[src/rtl/i2c_bit_ctrl_if.sv]
// Command channel between the byte-level I2C controller (master side)
// and the bit-level engine (slave side).
interface i2c_bit_ctrl_if;
  logic       cmd_valid;
  logic       cmd_ready;
  logic [1:0] cmd;
  logic       wr_bit;
  logic       done;
  logic       rd_bit;
  logic       arb_lost;
  logic       busy;

  modport master (
    output cmd_valid, cmd, wr_bit,
    input  cmd_ready, done, rd_bit, arb_lost, busy
  );

  modport slave (
    input  cmd_valid, cmd, wr_bit,
    output cmd_ready, done, rd_bit, arb_lost, busy
  );
endinterface

[src/rtl/i2c_bit_ctrl.sv]
// Bit-level I2C master engine. Executes one START/STOP/WRITE/READ command
// at a time as ten tick-driven phases on open-drain SCL/SDA, with clock
// stretching and arbitration-loss detection.
module i2c_bit_ctrl #(
  parameter int unsigned SYNC_STAGES = 2
) (
  input  logic          clk,
  input  logic          reset,
  input  logic          clk_tick,
  output logic          tick_en,
  i2c_bit_ctrl_if.slave cmd_if,
  input  logic          scl_in,
  input  logic          sda_in,
  output logic          scl_oe,
  output logic          sda_oe
);

  localparam logic [1:0] CmdStart = 2'b00;
  localparam logic [1:0] CmdStop  = 2'b01;
  localparam logic [1:0] CmdWrite = 2'b10;
  localparam logic [1:0] CmdRead  = 2'b11;

  typedef enum logic [2:0] {StIdle, StStart, StStop, StWrite, StRead} state_e;

  state_e                 state_q, state_d;
  logic [3:0]             ph_q, ph_d;
  logic                   wr_bit_q, wr_bit_d;
  logic                   scl_oe_q, scl_oe_d;
  logic                   sda_oe_q, sda_oe_d;
  logic                   rd_bit_q, rd_bit_d;
  logic                   done_q, done_d;
  logic                   arb_lost_q, arb_lost_d;
  logic [SYNC_STAGES-1:0] scl_sync_q, sda_sync_q;
  logic                   scl_s, sda_s;
  logic                   scl_rel;
  logic                   advance;
  logic                   lost;

  // Input synchronizers; reset to 1 so an idle bus is assumed out of reset.
  always_ff @(posedge clk or negedge reset) begin
    if (!reset) begin
      scl_sync_q <= '1;
      sda_sync_q <= '1;
    end else begin
      scl_sync_q <= {scl_sync_q[SYNC_STAGES-2:0], scl_in};
      sda_sync_q <= {sda_sync_q[SYNC_STAGES-2:0], sda_in};
    end
  end

  assign scl_s = scl_sync_q[SYNC_STAGES-1];
  assign sda_s = sda_sync_q[SYNC_STAGES-1];

  // State, phase counter, latched write bit and registered line drives.
  always_ff @(posedge clk or negedge reset) begin
    if (!reset) begin
      state_q    <= StIdle;
      ph_q       <= 4'd0;
      wr_bit_q   <= 1'b0;
      scl_oe_q   <= 1'b0;
      sda_oe_q   <= 1'b0;
      rd_bit_q   <= 1'b0;
      done_q     <= 1'b0;
      arb_lost_q <= 1'b0;
    end else begin
      state_q    <= state_d;
      ph_q       <= ph_d;
      wr_bit_q   <= wr_bit_d;
      scl_oe_q   <= scl_oe_d;
      sda_oe_q   <= sda_oe_d;
      rd_bit_q   <= rd_bit_d;
      done_q     <= done_d;
      arb_lost_q <= arb_lost_d;
    end
  end

  // Next-state: accept, phase advance, sampling, arbitration and line drive.
  always_comb begin
    state_d    = state_q;
    ph_d       = ph_q;
    wr_bit_d   = wr_bit_q;
    scl_oe_d   = scl_oe_q;
    sda_oe_d   = sda_oe_q;
    rd_bit_d   = rd_bit_q;
    done_d     = 1'b0;
    arb_lost_d = 1'b0;
    lost       = 1'b0;
    scl_rel    = 1'b0;

    // Phases in which SCL is released and a slave may stretch it.
    unique case (state_q)
      StStart:         scl_rel = 1'b1;
      StStop:          scl_rel = (ph_q >= 4'd3);
      StWrite, StRead: scl_rel = (ph_q >= 4'd5);
      default:         scl_rel = 1'b0;
    endcase

    advance = clk_tick && (state_q != StIdle) && !(scl_rel && !scl_s);

    if (state_q == StIdle) begin
      if (cmd_if.cmd_valid) begin
        wr_bit_d = cmd_if.wr_bit;
        ph_d     = 4'd0;
        unique case (cmd_if.cmd)
          CmdStart: state_d = StStart;
          CmdStop:  state_d = StStop;
          CmdWrite: state_d = StWrite;
          CmdRead:  state_d = StRead;
          default:  state_d = StIdle;
        endcase
      end
    end else if (advance) begin
      // SDA checks are taken on ticks so synchronizer lag after a release
      // cannot raise a false arbitration loss.
      if (state_q == StStart && ph_q <= 4'd4 && !sda_s) begin
        lost = 1'b1;
      end
      if (state_q == StStop && ph_q >= 4'd8 && !sda_s) begin
        lost = 1'b1;
      end
      if ((state_q == StWrite || state_q == StRead) && ph_q == 4'd6) begin
        rd_bit_d = sda_s;
        if (state_q == StWrite && wr_bit_q && !sda_s) begin
          lost = 1'b1;
        end
      end

      if (lost) begin
        arb_lost_d = 1'b1;
        state_d    = StIdle;
        ph_d       = 4'd0;
      end else if (ph_q == 4'd9) begin
        done_d  = 1'b1;
        state_d = StIdle;
        ph_d    = 4'd0;
      end else begin
        ph_d = ph_q + 4'd1;
      end
    end

    // Line drive follows the phase being entered; idle holds the last drive.
    if (lost) begin
      scl_oe_d = 1'b0;
      sda_oe_d = 1'b0;
    end else begin
      unique case (state_d)
        StStart: begin
          scl_oe_d = 1'b0;
          sda_oe_d = (ph_d >= 4'd5);
        end
        StStop: begin
          scl_oe_d = (ph_d <= 4'd2);
          sda_oe_d = (ph_d <= 4'd6);
        end
        StWrite: begin
          scl_oe_d = (ph_d <= 4'd4);
          if (ph_d >= 4'd2) begin
            sda_oe_d = ~wr_bit_d;
          end
        end
        StRead: begin
          scl_oe_d = (ph_d <= 4'd4);
          sda_oe_d = 1'b0;
        end
        default: ;
      endcase
    end
  end

  assign scl_oe           = scl_oe_q;
  assign sda_oe           = sda_oe_q;
  assign tick_en          = (state_q != StIdle);
  assign cmd_if.cmd_ready = (state_q == StIdle);
  assign cmd_if.busy      = (state_q != StIdle);
  assign cmd_if.done      = done_q;
  assign cmd_if.arb_lost  = arb_lost_q;
  assign cmd_if.rd_bit    = rd_bit_q;

endmodule

[src/flat_wrapper.sv]
// flat-port wrapper written by rule: the top's interface ports become plain ports
module i2c_bit_ctrl_flat 
#(
  parameter int unsigned SYNC_STAGES = 2
)
  (clk, reset, clk_tick, tick_en, scl_in, sda_in, scl_oe, sda_oe, cmd_if_cmd_valid, cmd_if_cmd, cmd_if_wr_bit, cmd_if_cmd_ready, cmd_if_done, cmd_if_rd_bit, cmd_if_arb_lost, cmd_if_busy);
  i2c_bit_ctrl_if cmd_if_i ();
  input  logic clk;
  input  logic reset;
  input  logic clk_tick;
  output logic tick_en;
  input  logic scl_in;
  input  logic sda_in;
  output logic scl_oe;
  output logic sda_oe;
  input wire logic [$bits(cmd_if_i.cmd_valid)-1:0] cmd_if_cmd_valid;
  input wire logic [$bits(cmd_if_i.cmd)-1:0] cmd_if_cmd;
  input wire logic [$bits(cmd_if_i.wr_bit)-1:0] cmd_if_wr_bit;
  output wire logic [$bits(cmd_if_i.cmd_ready)-1:0] cmd_if_cmd_ready;
  output wire logic [$bits(cmd_if_i.done)-1:0] cmd_if_done;
  output wire logic [$bits(cmd_if_i.rd_bit)-1:0] cmd_if_rd_bit;
  output wire logic [$bits(cmd_if_i.arb_lost)-1:0] cmd_if_arb_lost;
  output wire logic [$bits(cmd_if_i.busy)-1:0] cmd_if_busy;
  assign cmd_if_i.cmd_valid = cmd_if_cmd_valid;
  assign cmd_if_i.cmd = cmd_if_cmd;
  assign cmd_if_i.wr_bit = cmd_if_wr_bit;
  assign cmd_if_cmd_ready = cmd_if_i.cmd_ready;
  assign cmd_if_done = cmd_if_i.done;
  assign cmd_if_rd_bit = cmd_if_i.rd_bit;
  assign cmd_if_arb_lost = cmd_if_i.arb_lost;
  assign cmd_if_busy = cmd_if_i.busy;
  i2c_bit_ctrl #(.SYNC_STAGES(SYNC_STAGES)) u_core (.clk(clk), .reset(reset), .clk_tick(clk_tick), .tick_en(tick_en), .cmd_if(cmd_if_i), .scl_in(scl_in), .sda_in(sda_in), .scl_oe(scl_oe), .sda_oe(sda_oe));
endmodule
[config.mk]
export PLATFORM = sky130hd
export DESIGN_NAME = i2c_bit_ctrl_flat
export DESIGN_NICKNAME = d
export VERILOG_FILES = /design/src/rtl/i2c_bit_ctrl_if.sv /design/src/rtl/i2c_bit_ctrl.sv /design/src/flat_wrapper.sv
export SDC_FILE = /design/constraint.sdc
export NUM_CORES = 1
export LEC_CHECK = 0
export ABC_AREA = 1
export CORE_ASPECT_RATIO = 1.4
export CORE_MARGIN = 3
export CORE_UTILIZATION = 25
export CTS_CLUSTER_SIZE = 24
export DETAILED_ROUTE_END_ITERATION = 10
export HOLD_SLACK_MARGIN = 0.1
export PLACE_DENSITY = 0.5
export SETUP_SLACK_MARGIN = 0.3
export SLEW_MARGIN = 20
export SYNTH_ARGS = -nofsm -noshare
export SYNTH_HDL_FRONTEND = slang
export SYNTH_SLANG_ARGS = --single-unit
[constraint.sdc]
create_clock -name clk -period 5.7 [get_ports clk]
set_clock_uncertainty 0.05 [all_clocks]
set_input_delay 0.855 -clock clk [delete_from_list [all_inputs] [get_ports clk]]
set_output_delay 0.855 -clock clk [all_outputs]
set_load 0.005 [all_outputs]
After elaboration in Yosys (flattened, before gate mapping)
Cells that the tools add are included.

word-level totals
  word-level logic and storage cells = 93
  output and inout bits = 8
  flip-flop bits (word level) = 17
  input port bits = 9

cells by class
  magnitude comparators = 9
  bitwise gates (word level) = 2
  eq/ne operators = 14
  reductions and logical operators = 23
  muxes and demuxes = 34
  $add $sub $neg = 1

operator list
  kind                                                                number
  two-way mux 1 bit                                                   20
  two-way mux 4 bit                                                   5
  two-way mux 3 bit                                                   5
  equality test 3 x 2 -> 1 bit (second input constant)                4
  <= comparator 4 x 3 -> 1 bit (second input constant)                3
  case mux 3 bit (4 select lines)                                     1
  logical AND 1 bit                                                   10
  greater-or-equal comparator 4 x 2 -> 1 bit (second input constant)  2
  greater-or-equal comparator 4 x 3 -> 1 bit (second input constant)  2
  equality test 3 x 1 -> 1 bit (second input constant)                2
  equality test 3 bit (second input constant)                         2
  case mux 1 bit (3 select lines)                                     2
  nonzero test 5 bit                                                  1
  adder 4 x 1 -> 4 bit (second input constant)                        1
  equality test 2 bit (second input constant)                         2
  equality test 4 x 3 -> 1 bit (second input constant)                1
  equality test 4 bit (second input constant)                         1
  greater-or-equal comparator 4 bit (second input constant)           1
  <= comparator 4 x 2 -> 1 bit (second input constant)                1
  case mux 1 bit (4 select lines)                                     1
  nonzero test 4 bit                                                  1
  OR reduction 2 bit                                                  2
  zero test 1 bit                                                     3
  zero test 3 bit                                                     1
  other kinds (8)                                                     9

Longest topological paths before layout
Gate-level depths: netlist of run 1.

  depth after elaboration = 16
  gate-level depth with buffers = 17
  gate-level depth less buffers = 17

Least setup slack after synthesis of run 1
Ideal clock, no wire load.

  kind = input port to flip-flop
  start point = in cmd_if_cmd[0]
  end point = reg u_core.sda_oe_q, in the netlist u_core.sda_oe
  data required time = 5,534 ps
  cell stages on the path = 9
  setup slack = 3,701 ps
  path buffers = 0
  library setup time = 116 ps
  data arrival time = 1,833 ps
  cell sequence = inv_1 ha_1 o21ai_0 a21boi_2 nand3_2 nand2_1 nand3_1 nand3_2 nand2_2

between the ends
  word-level cells in the longest chain between the ends = 7

ends and longest elaborated chain
  element                                                          RTL line             source
  from (decl)                                                      flat_wrapper.sv:17   input wire logic [$bits(cmd_if_i.cmd)-1:0] cmd_if_cmd;
  equality test 2 bit (tied with other cells)                      i2c_bit_ctrl.sv:103  unique case (cmd_if.cmd)
  case mux 3 bit (4 select lines) (*)                              i2c_bit_ctrl.sv:103
  two-way mux 3 bit (*)                                            i2c_bit_ctrl.sv:100  if (cmd_if.cmd_valid) begin
  two-way mux 3 bit (*)                                            i2c_bit_ctrl.sv:99   if (state_q == StIdle) begin
  equality test 3 bit (tied with other cells)                      i2c_bit_ctrl.sv:145  unique case (state_d)
  case mux 1 bit (4 select lines) (tied with other cells)          i2c_bit_ctrl.sv:145
  two-way mux 1 bit / AND reduction 2 bit (equally long branches)  --
  to (signal assigned)                                             i2c_bit_ctrl.sv:69   sda_oe_q <= sda_oe_d;
  to (decl)                                                        i2c_bit_ctrl.sv:29   logic sda_oe_q, sda_oe_d;

Mark *: on every way between the ends. The rest lies on a longest branch, timed or not.
A chain may end at the register's enable or synchronous reset.

Final worst setup path of run 1
  start point = reg u_core.state_q[0]
  end point = out cmd_if_cmd_ready

between the ends
  word-level cells in the longest chain between the ends = 1

ends and longest elaborated chain
  element                 RTL line             source
  from (decl)             i2c_bit_ctrl.sv:25   state_e state_q, state_d;
  from (signal assigned)  i2c_bit_ctrl.sv:56   state_q <= StIdle;
  from (signal assigned)  i2c_bit_ctrl.sv:65   state_q <= state_d;
  zero test 3 bit         i2c_bit_ctrl.sv:172  assign cmd_if.cmd_ready = (state_q == StIdle);
  to (decl)               flat_wrapper.sv:19   output wire logic [$bits(cmd_if_i.cmd_ready)-1:0] cmd_if_cmd_ready;

Every way passes these cells.

==> flow_summary.toml, run 1 <==
[sta]
setup_viol = 0
finalMaxSlewViolations = 0
hold_violations = 0
slew_headroom_pct = 47.6
finalCritPeriodShare_pct = 43.2
rsz0062_at_grt = "no"
fmax_ghz = 0.406
setup-tns-final_ps = 0
max_slew.worst_pin.slew_ps = 784
period_needed_ps = 2460

[critical_path]
cp.required_ps = 4800
worstPathArrival_ps = 1560
end_kind = "primary output"
crit_buf_inv = 2
crit_path_start_kind = "register"
path_class = "register to primary output"
rr_worst_depth = 14
crit_chain = "nor2_2 > nand2_4 > inv_1 > clkdlybuf4s50_1"
cpPeakStageDelay_ps = 490
path_max_fanout = 8
slowest_stage = "clkdlybuf4s50_1"
path_delay_family = "buffers and inverters"
crit_cells = 4

[yosys]
async_flop_share_pct = 100
synth-simple-area-share_pct = 41.1
synth_area_leaders = "dfrtp_1 (28%), nand2_1 (17%), dfstp_2 (9.2%), inv_1 (8.2%), nand3_1 (7.0%)"
synth_mux_area_share_pct = 0
ys_ff_latch = 17
synthAdderAreaFrac_pct = 3.27
yosysMostFrequentCell = "nand2_1"
synth_top_area_cell = "dfrtp_1"
synth.distinct_cells = 21
synth_xor_area_share_pct = 0
ys_top_cells_by_count = "nand2_1 (51), inv_1 (25), nand3_1 (16)"
syn_nets = 173
synth_top_flop_cell = "dfrtp_1"
avgSynthCellArea_um2 = 7.13
synth_area_um2 = 1150
synthCells = 161
synth_compound_area_share_pct = 8.39
synth_top_family_by_area = "simple AND/OR/NAND/NOR gates"
yosysSeqAreaShare_pct = 37.5
synth_edf_count = 0
ys_warn_count = 0
synth_top_cell_area_share_pct = 28.3

[grt]
grt_pass1_wl_um = 4480
grt_use_total_pct = 10.3
grt_overflow = 0
grt_pass1_vias = 1042
grt_antenna_before_repair = 0
grt_max_degree = 18

[run_status]
status = "finished clean"

[place]
dpl.hpwl_um = 2060
placedCellCount = 236
gp_congestion = 0.857
io_buffers = 16

[clock_tree]
cts_root_buffer = "clkbuf_8"
clkLatencyLatePin_ps = 250
cts.clk_slew.worst_paths_ps = 60
cts_buffer_depth = 2
cts_hold_buf = 0
h-tree-depth = 1
cts_tree = "built"
cts_sinks = 17
numCtsBuffers = 3
cts_setup_buffers = 0
cts_resized = 0

[die]
dieArea_um2 = 5460
io_pins = 17
die_h_um = 86.2
row_count = 28
start_util_pct = 26.4
dieWidth_um = 63.3
core-area_um2 = 4340

[power_and_ir_drop]
p_clk_share_pct = 11.6
comb_power_share_pct = 62.0
ir_drop_uv = 214
power.leakage_nw = 0.756
p_int_uw = 400
p_seq_share_pct = 26.4
power_density_nw_per_um2 = 547
swShare_pct = 48.6
p_sw_uw = 377

[routing]
viasPerCell = 4.23
vias = 1016
routed_wl_um = 2550
wl_per_cell_um = 10.6
drc = 0
ant_nets = 0
dr.pass1.iters = 4
drt_iter0_drc = 25

[layout]
area_growth_pct = 23.7
drive_above_1_share_pct = 16.1
n_antenna_cell = 0
nets = 193
fin_cells = 240

[min_path]
hold_path_class = "register to register"
min_path_cells = 0

[job]
maxCapViolations = 0
[cell families after synthesis]
kind of cell	count (synthesis)
AOI/OAI and AO/OA	13
adders and majority gates	3
buffers and inverters	29
DFF	17
and+or+nand+nor	99
[area by class of cell]
type,count,area (um2)
multi-input combinational,115,606
clock buffer,4,45.0
sequential,17,430
fill,489,2920
timing repair buffer,16,160
inverter,28,105
tap,60,75.1
[layer usage]
metal	vias up	routed length [um]	global-route usage [%]
met1	453	1160	11.7
met4	0	54	5.70
met3	4	60	0.908
met2	21	1280	18.7
met5	-	0	0
li1	538	-	-
[cell usage in the layout (no fill, tap or decap)]
cell             count
nand3_2              6
clkdlybuf4s50_1     16
nand3_1             16
nor2_2               3
a21boi_2             1
a21oi_1              4
a21boi_4             1
nand2_4              2
a21oi_4              1
o21ai_0              4
ha_1                 3
nand2_2              5
clkbuf_8             3
dfstp_2              4
o21ai_1              2
nor3_1               2
clkbuf_1             1
inv_1               25
nor2_1              12
nand4_1              2
inv_2                3
dfrtp_1             13
nand2_1             51
[path summary, 6_finish.rpt]
kind / from / slack, ps / end
max: u_core.state_q[0] / 3240 / cmd_if_cmd_ready
min: u_core.sda_sync_q[0] / 310 / u_core.sda_sync_q[1]
max reg2reg: u_core.state_q[0] / 3590 / u_core.sda_oe
min reg2reg: u_core.sda_sync_q[0] / 310 / u_core.sda_sync_q[1]
max in group asynchronous: reset / 4100 / u_core.ph_q[3]
min in group asynchronous: reset / 1010 / u_core.cmd_if.rd_bit
[state kept, by name, summed over array words and instances (netlist names)]
signal / count
u_core.cmd_if.rd_bit: 1
u_core.sda_oe: 1
u_core.cmd_if.done: 1
u_core.ph_q: 4
u_core.scl_sync_q: 2
u_core.scl_oe: 1
u_core.sda_sync_q: 2
u_core.state_q: 3
u_core.cmd_if.arb_lost: 1
u_core.wr_bit_q: 1
[per-stage QoR]
stage	utilization, %	total power, mW	hold slack, ps	setup WS (ps)	area [um2]
after floorplan	-	0.565	295	3700	1150
after global placement	31.7	0.696	296	3070	1380
after detailed placement	31.7	0.694	298	3060	1380
after CTS	32.7	0.789	308	3230	1420
after global routing	32.7	0.864	309	3150	1420
final	32.7	0.777	306	3240	1420
[power groups by stage]
stage                     Combinational [mW]  Sequential, mW  Clock [mW]
after global placement                 0.487           0.209           0
after CTS                              0.489           0.205      0.0954
after floorplan                        0.366           0.199           0
final                                  0.482           0.205      0.0900
after global routing                   0.553           0.210       0.101
after detailed placement               0.487           0.207           0
Power figures use the tool's default switching activity.
==> inputs of run 2 (changes only) <==
==> constraint.sdc (replaced) <==
create_clock -name clk -period 2.43 [get_ports clk]
set_clock_uncertainty 0.05 [all_clocks]
set_input_delay 0.3645 -clock clk [delete_from_list [all_inputs] [get_ports clk]]
set_output_delay 0.3645 -clock clk [all_outputs]
set_load 0.005 [all_outputs]
==> run 2 against run 1 <==
Compared with the run above:
- cell count rose by 2.9%
- count of clock-buffer cells in the layout did not move
- hold slack barely moved
- register-to-register slack got worse by 3200 ps
- global-route usage rose by 0.23 points
- critical endpoint is now u_core.sda_oe
- via count rose by 4.6%
- non-clock buffer count rose by 7
- largest cell class unchanged
- combinational power rose to 2.7 times the previous value
- utilization rose by 2.6 points
- power rose to 2.6 times the previous value
==> flow_summary.toml, run 2 (synthesized netlist as in run 1, its figures left out) <==
[sta]
fmax_ghz = 0.493
finalMaxSlewViolations = 0
setup_viol = 0
hold_violations = 0
rsz0062_at_grt = "yes"
finalCritPeriodShare_pct = 83.6
slew_headroom_pct = 80.9
max_slew.worst_pin.slew_ps = 283
period_needed_ps = 2030
setup-tns-final_ps = 0
hold_ws_ps = 306
fin_ws_ps = 400

[routing]
viasPerCell = 4.30
ant_nets = 0
wl_per_cell_um = 11.0
drc = 0
routed_wl_um = 2710
drt_iter0_drc = 32
dr.pass1.iters = 4
vias = 1063

[grt]
grt_overflow = 0
grt_pass1_vias = 1024
grt_use_total_pct = 10.5
grt_max_degree = 18
grt_antenna_before_repair = 0
grt_pass1_wl_um = 4520

[place]
gp_congestion = 0.849
io_buffers = 16
dpl.hpwl_um = 2100
dp_slack_ps = 284

[die]
dieWidth_um = 63.3
row_count = 28
io_pins = 17
dieArea_um2 = 5460
die_h_um = 86.2
core-area_um2 = 4340
start_util_pct = 26.4

[clock_tree]
cts_sinks = 17
numCtsBuffers = 3
cts_tree = "built"
clkLatencyLatePin_ps = 250
cts.clk_slew.worst_paths_ps = 70
cts_buffer_depth = 2
cts_root_buffer = "clkbuf_8"
h-tree-depth = 1

[power_and_ir_drop]
power_density_nw_per_um2 = 1300
ir_drop_uv = 527
power.leakage_nw = 0.803

[layout]
final_cell_mix = "nand2_1 (48), inv_1 (22), clkdlybuf4s50_1 (16)"
nets = 200
final_common_cell = "nand2_1"
drive_above_1_share_pct = 28.3
reg_top3 = "u_core.ph_q (4), u_core.state_q (3)"
fill_cells = 497
largest_reg_flops = 4
n_antenna_cell = 0
top_register = "u_core.ph_q"
area_growth_pct = 33.7
multi_input_area_um2 = 661
seqCellArea_um2 = 437

[critical_path]
cp.required_ps = 2530
path_delay_family = "simple AND/OR/NAND/NOR gates"
worstPathArrival_ps = 2130
path_class = "register to register"
regToRegStartpoint = "u_core.state_q[0]"
path_max_fanout = 7
end_kind = "register"
crit_path_start_kind = "register"
setup.worst_path.start = "u_core.state_q[0]"
cp_common_cell = "nand2_2"
crit_buf_inv = 1
cpPeakStageDelay_ps = 460
crit_chain = "nand3_1 > nand2_1 > nand2_1 > nand3_2 > a21oi_4 > nand2_2 > nand3_4 > nand2_4 > nor2_2 > nand3_1 > nand2_2 > inv_2 > nand3_2 > nand2_2"
slowest_stage = "dfrtp_2"

[min_path]
min_from = "u_core.sda_sync_q[0]"
hold_path_class = "register to register"

[job]
maxCapViolations = 0

[run_status]
status = "finished clean"
run 2: changes by cell type in the layout (fill, tap and decap cells not counted), moves of 2 or more:
cell,before,now
nand2_1,51,48
nand2_4,2,4
o21ai_2,0,2
inv_2,3,6
inv_1,25,22
buf_4,0,7
dfrtp_2,0,5
nor3_1,2,0
nor3_2,0,2
dfrtp_1,13,8
run 2: where the power goes:
group          internal, mW  switching, mW
sequential            0.393          0.105
clock                 0.116         0.0938
combinational         0.513          0.768
run 2: path summary, 6_finish.rpt:
path	to	slack, ps	cells past startpoint
max	u_core.sda_oe	400	14
min	u_core.sda_sync_q[1]	310	0
max reg2reg	u_core.sda_oe	400	14
min reg2reg	u_core.sda_sync_q[1]	310	0
max in group asynchronous	u_core.sda_sync_q[0]	1690	2
min in group asynchronous	u_core.wr_bit_q	390	2
run 2: layer usage:
layer / GRT usage, % / routed length [um]
met5: 0 / 0
met4: 5.50 / 67
met3: 0.908 / 41
met2: 18.9 / 1420
met1: 12.3 / 1180
run 2: cell type report:
class	count	share of cell area, %
Multi-Input combinational cell	115	43.0
Sequential cell	17	28.4
Timing Repair Buffer	23	13.9
Inverter	28	6.85
Tap cell	60	4.89
Clock buffer	4	2.93
run 2: worst register-to-register path: cells and delay by family, from the launching register on:
| family | cells | cell delay [ps] |
|---|---|---|
| buffers and inverters | 1 | 30 |
| AND/OR/NAND/NOR | 12 | 1110 |
| flip-flops | 1 | 460 |
| AO/OA/AOI/OAI | 1 | 280 |
run 2: what timing repair did:
action / CTS / global route
setup buffers: 0 / 5
gates resized for setup: 0 / 22
hold buffers: 0 / 0
setup endpoints to repair: 0 / 2
run 2: stage by stage:
stage               power [mW]  instances  area (um2)  util (%)
floorplan                 1.33        161        1150         -
finish                    1.99        247        1540      35.3
CTS                       1.87        242        1440      33.1
global route              2.19        247        1540      35.3
global placement          1.65        238        1390      32.0
detailed placement        1.65        238        1390      32.0
==> inputs of run 3 (changes only) <==
==> constraint.sdc (replaced) <==
create_clock -name clk -period 2.1 [get_ports clk]
set_clock_uncertainty 0.05 [all_clocks]
set_input_delay 0.315 -clock clk [delete_from_list [all_inputs] [get_ports clk]]
set_output_delay 0.315 -clock clk [all_outputs]
set_load 0.005 [all_outputs]
==> run 3 against run 2 <==
Compared with the run above:
- largest cell class unchanged
- sequential share of layout area decreased by 2.9 points
- utilization increased by 3.8 points
- die area unchanged
- flip-flop and latch count unchanged
- non-clock buffer count increased by 14
==> flow_summary.toml, run 3 (synthesized netlist as in run 1, its figures left out) <==
[power_and_ir_drop]
p_clk_share_pct = 9.4
p_sw_mw = 1.25
comb_power_share_pct = 68.7
ir_drop_uv = 739
finalPower_mw = 2.65
power_density_nw_per_um2 = 1560
swShare_pct = 47.3
p_seq_share_pct = 21.9
p_int_mw = 1.39
power.leakage_nw = 0.908

[layout]
fill_cells = 477
largest_reg_flops = 4
nets = 214
fin_cells = 261
final_cell_mix = "nand2_1 (47), inv_1 (21), buf_4 (20)"
top_register = "u_core.ph_q"
reg_top3 = "u_core.ph_q (4), u_core.state_q (3)"
post-route-cell-area_um2 = 1700
n_antenna_cell = 0
final_common_cell = "nand2_1"
drive_above_1_share_pct = 37.3
area_growth_pct = 48.1

[grt]
grt_antenna_before_repair = 0
grt_use_total_pct = 12.2
grt_pass1_wl_um = 5180
grt_max_degree = 18
grt_overflow = 0
grt_pass1_vias = 1187

[clock_tree]
cts_root_buffer = "clkbuf_8"
cts.clk_slew.worst_paths_ps = 70
clkLatencyLatePin_ps = 250
cts_sinks = 17
cts_tree = "built"
cts_buffer_depth = 2
numCtsBuffers = 3
h-tree-depth = 1

[die]
die_h_um = 86.2
dieWidth_um = 63.3
start_util_pct = 26.4
row_count = 28
io_pins = 17
dieArea_um2 = 5460
core-area_um2 = 4340

[critical_path]
crit_path_start_kind = "register"
path_max_fanout = 6
ff2ff_setup_slack_ps = 80
rr_worst_depth = 13
worstPathArrival_ps = 2160
r2r-end = "u_core.scl_oe"
regToRegStartpoint = "u_core.state_q[0]"
cp.required_ps = 2230
path_class = "register to register"
end_kind = "register"

[sta]
hold_violations = 0
period_needed_ps = 2020
setup_viol = 0
slew_headroom_pct = 79.6
hold_ws_ps = 307
finalMaxSlewViolations = 0
fmax_ghz = 0.494
finalCritPeriodShare_pct = 96.4
rsz0062_at_grt = "yes"
max_slew.worst_pin.slew_ps = 302

[routing]
routed_wl_um = 3030
dr.pass1.iters = 4
vias = 1120
drc = 0
drt_iter0_drc = 17
wl_per_cell_um = 11.6
ant_nets = 0
viasPerCell = 4.29

[place]
io_buffers = 16
dpl.hpwl_um = 2130
dpl_cell_area_um2 = 1440
placedCellCount = 245
gp_congestion = 0.821

[min_path]
whs_endpoint = "u_core.sda_sync_q[1]"
min_path_cells = 0
min_from = "u_core.sda_sync_q[0]"
hold_path_class = "register to register"

[job]
maxCapViolations = 0

[run_status]
status = "finished clean"
run 3: layer usage:
layer / vias to the layer above / global-route usage [%] / share of wire [%]
met1: 521 / 13.0 / 43
li1: 583 / - / -
met2: 14 / 23.2 / 54
met5: - / 0 / 0
met3: 2 / 1.82 / 2.0
met4: 0 / 6.29 / 1.3
run 3: through the flow:
stage                     worst slack [ps]  utilization, %  TNS, ps
after global routing                 -51.7            39.2    -97.6
after CTS                              105            38.0        0
after global placement                14.4            33.2        0
final                                 76.6            39.2        0
after detailed placement             -6.70            33.2    -6.70
after floorplan                        296               -        0
run 3: critical path, cell delays in order (launching register included):
cell	delay [ps]
dfrtp_2	470
nor2_4	70
nand2_1	70
nand2_1	70
nand2_1	80
nand3_2	120
a21oi_4	250
nand2_2	110
nand2_1	90
nand2_2	80
o21ai_2	140
nand3_2	110
buf_4	140
o21ai_1	110
run 3: cell type report:
cell class              instances  area (um2)  share of cell area [%]
well taps                      60        75.1                    4.41
inverters                      28         105                    6.18
repair buffers                 37         322                    18.9
flip-flops and latches         17         435                    25.6
multi-input cells             115         719                    42.3
clock buffers                   4        45.0                    2.65
run 3: worst max-delay path by stage:
stage	startpoint	end	slack, ps	cells past startpoint
floorplan	u_core.state_q[0]	u_core.sda_oe	300	14
global placement	cmd_if_cmd[0]	u_core.sda_oe	10	10
detailed placement	cmd_if_cmd[0]	u_core.sda_oe	-7	10
CTS	u_core.ph_q[0]	u_core.sda_oe	100	14
global route	u_core.state_q[0]	u_core.scl_oe	-50	13
finish	u_core.state_q[0]	u_core.scl_oe	80	13
run 3: repair_timing:
item / in CTS / in global routing
setup endpoints to repair: 5 / 5
buffers inserted: 9 / 3
hold buffers: 0 / 0
pin swaps: 9 / 8
resized for setup: 27 / 10
run 3: power groups by stage:
stage                     logic [mW]  registers, mW  clock network (mW)
after floorplan                0.994          0.544                   0
after global placement          1.43          0.555                   0
after detailed placement        1.44          0.554                   0
after CTS                       1.72          0.570               0.261
after global routing            2.03          0.595               0.282
final                           1.82          0.580               0.249
